File: src/rtl/diila_trig_seq_if.sv
// diila_trig_seq_if: Wishbone slave bus bundle (data, address, byte selects, handshake, ack/err/rty)
interface diila_trig_seq_if;
  logic [31:0] wb_dat_i;
  logic [7:2]  wb_adr_i;
  logic [3:0]  wb_sel_i;
  logic        wb_we_i;
  logic        wb_cyc_i;
  logic        wb_stb_i;
  logic [31:0] wb_dat_o;
  logic        wb_ack_o;
  logic        wb_err_o;
  logic        wb_rty_o;
  modport master (
    output wb_dat_i, wb_adr_i, wb_sel_i, wb_we_i, wb_cyc_i, wb_stb_i,
    input  wb_dat_o, wb_ack_o, wb_err_o, wb_rty_o
  );
  modport slave (
    input  wb_dat_i, wb_adr_i, wb_sel_i, wb_we_i, wb_cyc_i, wb_stb_i,
    output wb_dat_o, wb_ack_o, wb_err_o, wb_rty_o
  );
endinterface

File: src/rtl/diila_trig_seq.sv
// diila_trig_seq: multi-stage masked-compare trigger sequencer; ports wb_clk_i/wb_rst_i, wb (WB slave), sig_i in, trig_o/armed_o/stage_o out
module diila_trig_seq #(
  parameter int NUM_STAGES = 4,
  parameter int CNT_WIDTH  = 16
) (
  input  logic        wb_clk_i,
  input  logic        wb_rst_i,
  diila_trig_seq_if.slave wb,
  input  logic [31:0] sig_i,
  output logic        trig_o,
  output logic        armed_o,
  output logic [1:0]  stage_o
);
  typedef enum logic [1:0] {IDLE, RUN, DONE} state_t;
  state_t state_q, state_d;
  logic [1:0] stage_q, stage_d, last_q, last_wr;
  logic [CNT_WIDTH-1:0] hit_q, hit_d, tmo_q, tmo_d;
  logic trig_q, trig_d, ack_q;
  logic [31:0] value_q [4];
  logic [31:0] mask_q [4];
  logic [CNT_WIDTH-1:0] count_q [4];
  logic [CNT_WIDTH-1:0] tlim_q [4];
  logic req, wr, in_map, arm, abort, match, fin, tmo_en;
  logic [5:0] adr, idx;
  logic [1:0] sel_s, fld;
  logic unused_sel;
  assign unused_sel = &wb.wb_sel_i;
  assign adr = wb.wb_adr_i;
  assign req = wb.wb_cyc_i & wb.wb_stb_i;
  assign wr = req & wb.wb_we_i;
  // stage registers occupy a 4-word block per stage starting at word 4
  assign idx = adr - 6'd4;
  assign sel_s = idx[3:2];
  assign fld = idx[1:0];
  assign in_map = (adr >= 6'd4) && (idx < 6'(4 * NUM_STAGES));
  assign arm = wr && adr == 6'd0 && wb.wb_dat_i[0];
  assign abort = wr && adr == 6'd0 && wb.wb_dat_i[1];
  assign last_wr = (wb.wb_dat_i >= 32'(NUM_STAGES)) ? 2'(NUM_STAGES - 1) : wb.wb_dat_i[1:0];
  assign wb.wb_ack_o = ack_q;
  assign wb.wb_err_o = 1'b0;
  assign wb.wb_rty_o = 1'b0;
  assign trig_o = trig_q;
  assign armed_o = state_q == RUN;
  assign stage_o = stage_q;
  always_comb begin
    wb.wb_dat_o = '0;
    if (adr == 6'd0)
      wb.wb_dat_o = {26'd0, stage_q, 2'd0, state_q == DONE, state_q == RUN};
    else if (adr == 6'd1)
      wb.wb_dat_o = {30'd0, last_q};
    else if (in_map)
      wb.wb_dat_o = fld == 2'd0 ? value_q[sel_s] :
                    fld == 2'd1 ? mask_q[sel_s] :
                    fld == 2'd2 ? 32'(count_q[sel_s]) : 32'(tlim_q[sel_s]);
  end
  always_ff @(posedge wb_clk_i) begin
    if (wb_rst_i) begin
      ack_q <= 1'b0;
      last_q <= 2'(NUM_STAGES - 1);
      for (int s = 0; s < 4; s++) begin
        value_q[s] <= '0;
        mask_q[s] <= '0;
        count_q[s] <= '0;
        tlim_q[s] <= '0;
      end
    end else begin
      // a held strobe sees ack toggle, so each ack marks exactly one cycle
      ack_q <= req & ~ack_q;
      if (wr && adr == 6'd1) last_q <= last_wr;
      if (wr && in_map && fld == 2'd0) value_q[sel_s] <= wb.wb_dat_i;
      if (wr && in_map && fld == 2'd1) mask_q[sel_s] <= wb.wb_dat_i;
      if (wr && in_map && fld == 2'd2) count_q[sel_s] <= wb.wb_dat_i[CNT_WIDTH-1:0];
      if (wr && in_map && fld == 2'd3) tlim_q[sel_s] <= wb.wb_dat_i[CNT_WIDTH-1:0];
    end
  end
  assign match = ((sig_i ^ value_q[stage_q]) & mask_q[stage_q]) == 32'd0;
  assign fin = hit_q == count_q[stage_q];
  assign tmo_en = stage_q != 2'd0 && tlim_q[stage_q] != '0;
  always_comb begin
    state_d = state_q;
    stage_d = stage_q;
    hit_d = hit_q;
    tmo_d = tmo_q;
    trig_d = 1'b0;
    if (abort) begin
      state_d = IDLE;
      stage_d = '0;
      hit_d = '0;
      tmo_d = '0;
    end else if (arm) begin
      state_d = RUN;
      stage_d = '0;
      hit_d = '0;
      tmo_d = '0;
    end else if (state_q == RUN) begin
      if (match && fin && stage_q == last_q) begin
        state_d = DONE;
        trig_d = 1'b1;
      end else if (match && fin) begin
        stage_d = stage_q + 2'd1;
        hit_d = '0;
        tmo_d = '0;
      end else begin
        hit_d = match ? hit_q + 1'b1 : hit_q;
        // timeout only applies when the stage did not advance this cycle
        if (tmo_en && tmo_q == tlim_q[stage_q] - 1'b1) begin
          stage_d = '0;
          hit_d = '0;
          tmo_d = '0;
        end else if (tmo_en) begin
          tmo_d = tmo_q + 1'b1;
        end
      end
    end
  end
  always_ff @(posedge wb_clk_i) begin
    if (wb_rst_i) begin
      state_q <= IDLE;
      stage_q <= '0;
      hit_q <= '0;
      tmo_q <= '0;
      trig_q <= 1'b0;
    end else begin
      state_q <= state_d;
      stage_q <= stage_d;
      hit_q <= hit_d;
      tmo_q <= tmo_d;
      trig_q <= trig_d;
    end
  end
endmodule

File: src/flat_wrapper.sv
// flat-port wrapper written by rule: the top's interface ports become plain ports
module diila_trig_seq_flat 
#(
  parameter int NUM_STAGES = 4,
  parameter int CNT_WIDTH  = 16
)
  (wb_clk_i, wb_rst_i, sig_i, trig_o, armed_o, stage_o, wb_wb_dat_i, wb_wb_adr_i, wb_wb_sel_i, wb_wb_we_i, wb_wb_cyc_i, wb_wb_stb_i, wb_wb_dat_o, wb_wb_ack_o, wb_wb_err_o, wb_wb_rty_o);
  diila_trig_seq_if wb_i ();
  input  logic wb_clk_i;
  input  logic wb_rst_i;
  input  logic [31:0] sig_i;
  output logic trig_o;
  output logic armed_o;
  output logic [1:0] stage_o;
  input wire logic [$bits(wb_i.wb_dat_i)-1:0] wb_wb_dat_i;
  input wire logic [$bits(wb_i.wb_adr_i)-1:0] wb_wb_adr_i;
  input wire logic [$bits(wb_i.wb_sel_i)-1:0] wb_wb_sel_i;
  input wire logic [$bits(wb_i.wb_we_i)-1:0] wb_wb_we_i;
  input wire logic [$bits(wb_i.wb_cyc_i)-1:0] wb_wb_cyc_i;
  input wire logic [$bits(wb_i.wb_stb_i)-1:0] wb_wb_stb_i;
  output wire logic [$bits(wb_i.wb_dat_o)-1:0] wb_wb_dat_o;
  output wire logic [$bits(wb_i.wb_ack_o)-1:0] wb_wb_ack_o;
  output wire logic [$bits(wb_i.wb_err_o)-1:0] wb_wb_err_o;
  output wire logic [$bits(wb_i.wb_rty_o)-1:0] wb_wb_rty_o;
  assign wb_i.wb_dat_i = wb_wb_dat_i;
  assign wb_i.wb_adr_i = wb_wb_adr_i;
  assign wb_i.wb_sel_i = wb_wb_sel_i;
  assign wb_i.wb_we_i = wb_wb_we_i;
  assign wb_i.wb_cyc_i = wb_wb_cyc_i;
  assign wb_i.wb_stb_i = wb_wb_stb_i;
  assign wb_wb_dat_o = wb_i.wb_dat_o;
  assign wb_wb_ack_o = wb_i.wb_ack_o;
  assign wb_wb_err_o = wb_i.wb_err_o;
  assign wb_wb_rty_o = wb_i.wb_rty_o;
  diila_trig_seq #(.NUM_STAGES(NUM_STAGES), .CNT_WIDTH(CNT_WIDTH)) u_core (.wb_clk_i(wb_clk_i), .wb_rst_i(wb_rst_i), .wb(wb_i), .sig_i(sig_i), .trig_o(trig_o), .armed_o(armed_o), .stage_o(stage_o));
endmodule
File: config.mk
export PLATFORM = sky130hd
export DESIGN_NAME = diila_trig_seq_flat
export DESIGN_NICKNAME = d
export VERILOG_FILES = /design/src/rtl/diila_trig_seq_if.sv /design/src/rtl/diila_trig_seq.sv /design/src/flat_wrapper.sv
export SDC_FILE = /design/constraint.sdc
export NUM_CORES = 1
export LEC_CHECK = 0
export ABC_AREA = 0
export CAP_MARGIN = 10
export CORE_MARGIN = 2
export CORE_UTILIZATION = 61
export CTS_CLUSTER_SIZE = 16
export DETAILED_ROUTE_END_ITERATION = 12
export PLACE_DENSITY_LB_ADDON = 0.2
export SYNTH_ARGS = -nofsm -noshare
export SYNTH_HDL_FRONTEND = slang
export SYNTH_SLANG_ARGS = --single-unit
File: constraint.sdc
create_clock -name wb_clk_i -period 9.6 [get_ports wb_clk_i]
set_clock_uncertainty 0.1 [all_clocks]
set_input_delay 1.92 -clock wb_clk_i [delete_from_list [all_inputs] [get_ports wb_clk_i]]
set_output_delay 1.92 -clock wb_clk_i [all_outputs]
set_load 0.01 [all_outputs]
# Yosys cells after proc, flatten, opt, wreduce, memory -nomap -nowiden

Memories as Yosys holds them, arrays and structs flattened. A register that Yosys moved wholly into a read port is not among the register bits.
Index checks and enable logic that the tools add are counted.

Register bits: 40
Bits in writable memories: 384
Bits of input ports: 79
Output and inout port bits: 39
Memories kept: 4

Memories:

| memory         | words | width | rd ports | clocked after Yosys merged registers in | wr ports | RTL line             | source |
|---|---|---|---|---|---|---|---|
| u_core.mask_q  | 4     | 32    | 2        | 1                                       | 4        | diila_trig_seq.sv:20 | `logic [31:0] mask_q [4];` |
| u_core.value_q | 4     | 32    | 2        | 1                                       | 4        | diila_trig_seq.sv:19 | `logic [31:0] value_q [4];` |
| u_core.count_q | 4     | 16    | 2        | 1                                       | 4        | diila_trig_seq.sv:21 | `logic [CNT_WIDTH-1:0] count_q [4];` |
| u_core.tlim_q  | 4     | 16    | 2        | 1                                       | 4        | diila_trig_seq.sv:22 | `logic [CNT_WIDTH-1:0] tlim_q [4];` |

Add/subtract/negate cells: 5
Magnitude comparators: 3
Equal/unequal tests: 9
Mux-type cells: 53
Bitwise operators: 8
Reductions and logical operators: 36

Operator list:

| operator                                                               | count |
|---|---|
| 32-bit 2-to-1 mux                                                      | 7 |
| 16-bit 2-to-1 mux                                                      | 9 |
| 32-bit OR reduction                                                    | 2 |
| 16-bit by 1-bit adder with 16-bit output, second input constant        | 2 |
| 32-bit AND                                                             | 1 |
| 16-bit equality test                                                   | 2 |
| 32-bit by 3-bit >= comparator with 1-bit output, second input constant | 1 |
| 32-bit zero test                                                       | 1 |
| 16-bit OR reduction                                                    | 2 |
| 32-bit XOR                                                             | 1 |
| 2-bit 2-to-1 mux                                                       | 15 |
| 1-bit 2-to-1 mux                                                       | 22 |
| 16-bit nonzero test                                                    | 1 |
| 16-bit by 1-bit subtractor with 16-bit output, second input constant   | 1 |
| 1-bit logical AND                                                      | 14 |
| 3-bit AND reduction                                                    | 3 |
| 2-bit nonzero test                                                     | 4 |
| 2-bit equality test, second input constant                             | 3 |
| 6-bit by 1-bit equality test with 1-bit output, second input constant  | 1 |
| 6-bit by 3-bit >= comparator with 1-bit output, second input constant  | 1 |
| 6-bit zero test                                                        | 1 |
| 6-bit by 5-bit < comparator with 1-bit output, second input constant   | 1 |
| 3-bit nonzero test                                                     | 2 |
| 6-bit by 3-bit subtractor with 6-bit output, second input constant     | 1 |
| other kinds (10)                                                       | 16 |

# Logic depth before layout (Yosys ltp)

Word-level depth: 10
Mapped depth: 17

# Worst setup path before layout

Ideal clock, no wire load.

Path type: input -> register
From: input wb_wb_adr_i[2]
To: memory u_core.mask_q[0][0] (enable)
Library setup time: 0.466 ns
Arrival: 6.548 ns
Data required time: 9.034 ns
Slack: 2.487 ns
Stages on the path: 11
Path through: clkbuf_1 > buf_1 > inv_1 > ha_1 > or3_1 > o21ai_0 > nand2b_1 > nor2_1 > clkbuf_1 > nand2_1 > o21ai_0

RTL lines:

| element            | RTL line             | source |
|---|---|---|
| start: declaration | flat_wrapper.sv:16   | `input wire logic [$bits(wb_i.wb_adr_i)-1:0] wb_wb_adr_i;` |
| end: declaration   | diila_trig_seq.sv:20 |  |

# Worst setup path in the final report

From: input wb_wb_adr_i[2]
To: output wb_wb_dat_o[0]

Cells in the longest elaborated chain, start to end: 8
Elaborated cells between the ends (all ways): 16

RTL lines:

| element                                     | RTL line             | source |
|---|---|---|
| 6-bit by 3-bit subtractor with 6-bit output | diila_trig_seq.sv:32 | `assign idx = adr - 6'd4;` |
| memory read 4 x 16 bit (on tied branches)   | n/a                  |  |
| 16-bit 2-to-1 mux                           | diila_trig_seq.sv:54 | `fld == 2'd2 ? 32'(count_q[sel_s]) : 32'(tlim_q[sel_s]);` |
| 32-bit 2-to-1 mux                           | diila_trig_seq.sv:53 | `fld == 2'd1 ? mask_q[sel_s] :` |
| 32-bit 2-to-1 mux                           | diila_trig_seq.sv:52 | `wb.wb_dat_o = fld == 2'd0 ? value_q[sel_s] :` |
| 32-bit 2-to-1 mux                           | diila_trig_seq.sv:51 | `else if (in_map)` |
| 32-bit 2-to-1 mux                           | diila_trig_seq.sv:49 | `else if (adr == 6'd1)` |
| 32-bit 2-to-1 mux *                         | diila_trig_seq.sv:47 | `if (adr == 6'd0)` |
| end: declaration                            | flat_wrapper.sv:21   | `output wire logic [$bits(wb_i.wb_dat_o)-1:0] wb_wb_dat_o;` |

Every way passes the cells marked *; elsewhere a longest branch is shown, timed or not.

==> flow_summary_export.csv <==
group,metric,value,unit
status,outcome,"completed",
cells_and_area,stdcell_count,2354,
setup_path,crit_required,7.58,ns
cells_and_area,final_util,0.7004,
sta,final_hold_viol_count,0,
power_and_ir_drop,p_leak,0.009166,uW
detailed_routing,drt_iter0_drc,2241,
setup_path,worst-path-buf-inv,4,
sta,fin_setup_tns,0,ns
place,dp_hpwl,45960,um
synthesis,syn_inst,1726,
sta,final-setup-viol-count,0,
clock_network,cts_tree,"yes",
sta,slew_headroom,0.1791,
hold_path,hold_class,"reg -> reg",
sta,min_period,8.209,ns
detailed_routing,drtPass1Iterations,6,
global_routing,grt_pass1_vias,15800,
global_routing,grt_use_total,0.3675,
synthesis,synth_edf_count,384,
detailed_routing,viasPerCell,6.887,
sta,tightest_slew,1.231,ns
floorplan,dieHeight,198.1,um
cells_and_area,layout_commonest_cell,"edfxtp_1",
synthesis,ys_ff_latch,426,
floorplan,initial_core_util,0.6147,
synthesis,synth_flop_cell,"edfxtp_1",
clock_network,h-tree-depth,2,
sta,fmaxAchievable,121.8,MHz
global_routing,grt_max_degree,73,
floorplan,die_x,198.1,um
clock_network,cts-resized-gates,0,
setup_path,slowest_delay,1.09,ns
setup_path,crit_family,"buffers and inverters",
cells_and_area,final_nets,1892,
synthesis,yosys.area.top_type,"edfxtp_1",
cells_and_area,final_cell_mix,"edfxtp_1, and2_1, mux4_2",
floorplan,std_cell_rows,71,
setup_path,crit_fanout,72,
sta,rsz0062_at_grt,"false",
global_routing,antenna_found_initial,1,
place,dpl-instance-area,24650,sq um
hold_path,min-delay-start,"u_core.wb.wb_ack_o",
setup_path,cp_slowest_cell,"ha_4",
floorplan,pin_count,118,
cells_and_area,n_fill_cell,2543,
synthesis,yosysTopAreaCellShare,0.5016,
synthesis,yosysSeqAreaShare,0.5382,
synthesis,syn_avg_cell_area,13.32,sq um
job,max_cap_violations,0,
sta,hold_ws,0.3146,ns
place,io_buffers,111,
global_routing,grt_overflow,0,
setup_path,end_kind,"output port",
floorplan,core,37400,sq um
clock_network,postCtsSetupBuffers,0,
cells_and_area,multi_input_area,10220,sq um
cells_and_area,drive_gt1_frac,0.1541,
place,dp_cells,2267,
setup_path,arrival,6.19,ns
clock_network,clockRootBuffer,"clkbuf_16",
detailed_routing,drc,0,
synthesis,yosys_warnings,0,
power_and_ir_drop,cellPowerDensity,171.2,nW/um^2
cells_and_area,diodes,0,
detailed_routing,wire_per_inst,29.96,um
clock_network,cts_buffers,45,
cells_and_area,final-seq-area,12370,sq um
cells_and_area,final_area,26190,sq um
detailed_routing,drtAntennaViolNets,0,
sta,drv_slew,0,
clock_network,cts_hold_buf,0,
detailed_routing,num_vias,16210,
floorplan,die-area,39260,sq um
setup_path,crit_chain,"buf_6 > inv_1 > ha_4 > buf_4 > mux4_2 > mux4_2 > a22oi_1 > a21oi_1 > clkdlybuf4s50_1",
synthesis,syn_area,22990,sq um
place,place.gp.congestion,0.9552,
setup_path,crit_start,"wb_wb_adr_i[2]",
global_routing,grt_pass1_wl,103200,um
clock_network,clock-sinks,426,
synthesis,yosysUniqueCellTypes,63,
synthesis,async_flop_share,0,
setup_path,crit_top_cell,"mux4_2",
cells_and_area,area_growth,13.94,%
detailed_routing,drt_wl_total,70530,um
setup_path,critical_path_class,"in -> out",
sta,finalCritPeriodShare,0.8551,
clock_network,path_clk_slew,0.06,ns
synthesis,ys_top_cells_by_area,"edfxtp_1, mux4_2, and2_1",
setup_path,crit_path_start_kind,"input port",
clock_network,clockBufferDepth,3,
clock_network,worstSkewPairLatency,0.60,ns
power_and_ir_drop,ir_drop,153.2,uV
==> logic make-up (layout without fill, tap and decap cells) <==
| family | after synthesis | count (layout) | share of synthesized area |
|---|---|---|---|
| multiplexers | 162 | 162 | 0.1490 |
| other | 1 | 2 | 0.0001631 |
| AO/OA/AOI/OAI | 185 | 185 | 0.05405 |
| adder cells (fa/ha/maj) | 7 | 7 | 0.003810 |
| flip-flops | 426 | 426 | 0.5382 |
| AND/OR/NAND/NOR | 638 | 638 | 0.1645 |
| buffers and inverters | 135 | 251 | 0.02351 |
| XOR/XNOR | 172 | 172 | 0.06673 |
==> routing by layer <==
layer	track usage	part of all wire
met4	0.1328	0.036
met2	0.5471	0.45
met1	0.5317	0.37
met3	0.08959	0.14
met5	0	0.00020
==> registers in the layout, summed over array words and instances, names as in the netlist, named ones only <==
register	flops
u_core.stage_o	2
u_core.last_q	2
u_core.tmo_q	16
u_core.count_q	64
u_core.tlim_q	64
u_core.value_q	128
u_core.hit_q	16
u_core.state_q	2
u_core.mask_q	128
u_core.wb.wb_ack_o	1
u_core.trig_o	1
==> worst paths after layout <==
check | endpoint | slack [ns] | cells past startpoint
min | u_core.wb.wb_ack_o | 0.31 | 1
min reg2reg | u_core.wb.wb_ack_o | 0.31 | 1
max reg2reg | u_core.tmo_q[9] | 4.22 | 12
max | wb_wb_dat_o[0] | 1.39 | 9
==> cells in the mapped netlist, types with 15 or more instances <==
| cell | number |
|---|---|
| nor2_1 | 52 |
| clkbuf_1 | 90 |
| a22oi_1 | 51 |
| and2_1 | 307 |
| nand2_1 | 46 |
| inv_1 | 22 |
| or3_1 | 15 |
| mux2i_1 | 16 |
| and3_1 | 90 |
| nand4_1 | 28 |
| o21ai_0 | 37 |
| nor2b_1 | 15 |
| nand3_1 | 19 |
| mux4_2 | 144 |
| nor3_1 | 19 |
| xor2_1 | 137 |
| dfxtp_1 | 42 |
| a21oi_1 | 46 |
| xnor2_1 | 33 |
| edfxtp_1 | 384 |
==> where the power goes <==
group / switching, uW / total [uW] / leakage (uW) / internal (uW)
Clock: 753 / 1800 / 0.000739 / 1050
Sequential: 60.5 / 2170 / 0.00398 / 2110
Combinational: 295 / 515 / 0.00444 / 220
Total: 1110 / 4480 / 0.00917 / 3370
==> final cells by class <==
| cell class | count | area share |
|---|---|---|
| sequential | 426 | 0.4724 |
| multi-input combinational | 1166 | 0.3903 |
| timing repair buffer | 144 | 0.05211 |
| clock buffer | 54 | 0.04533 |
| tap | 511 | 0.02441 |
| clock inverter | 30 | 0.01218 |
| inverter | 23 | 0.003296 |
==> per-stage QoR <==
step,total power [uW],worst slack (ns)
4_1_cts,4465,1.401
3_5_place_dp,2700,1.401
2_1_floorplan,2462,2.487
5_1_grt,4574,1.186
3_3_place_gp,2688,1.439
6_report,4483,1.391
Note: power is estimated with default switching activity, not from simulation.
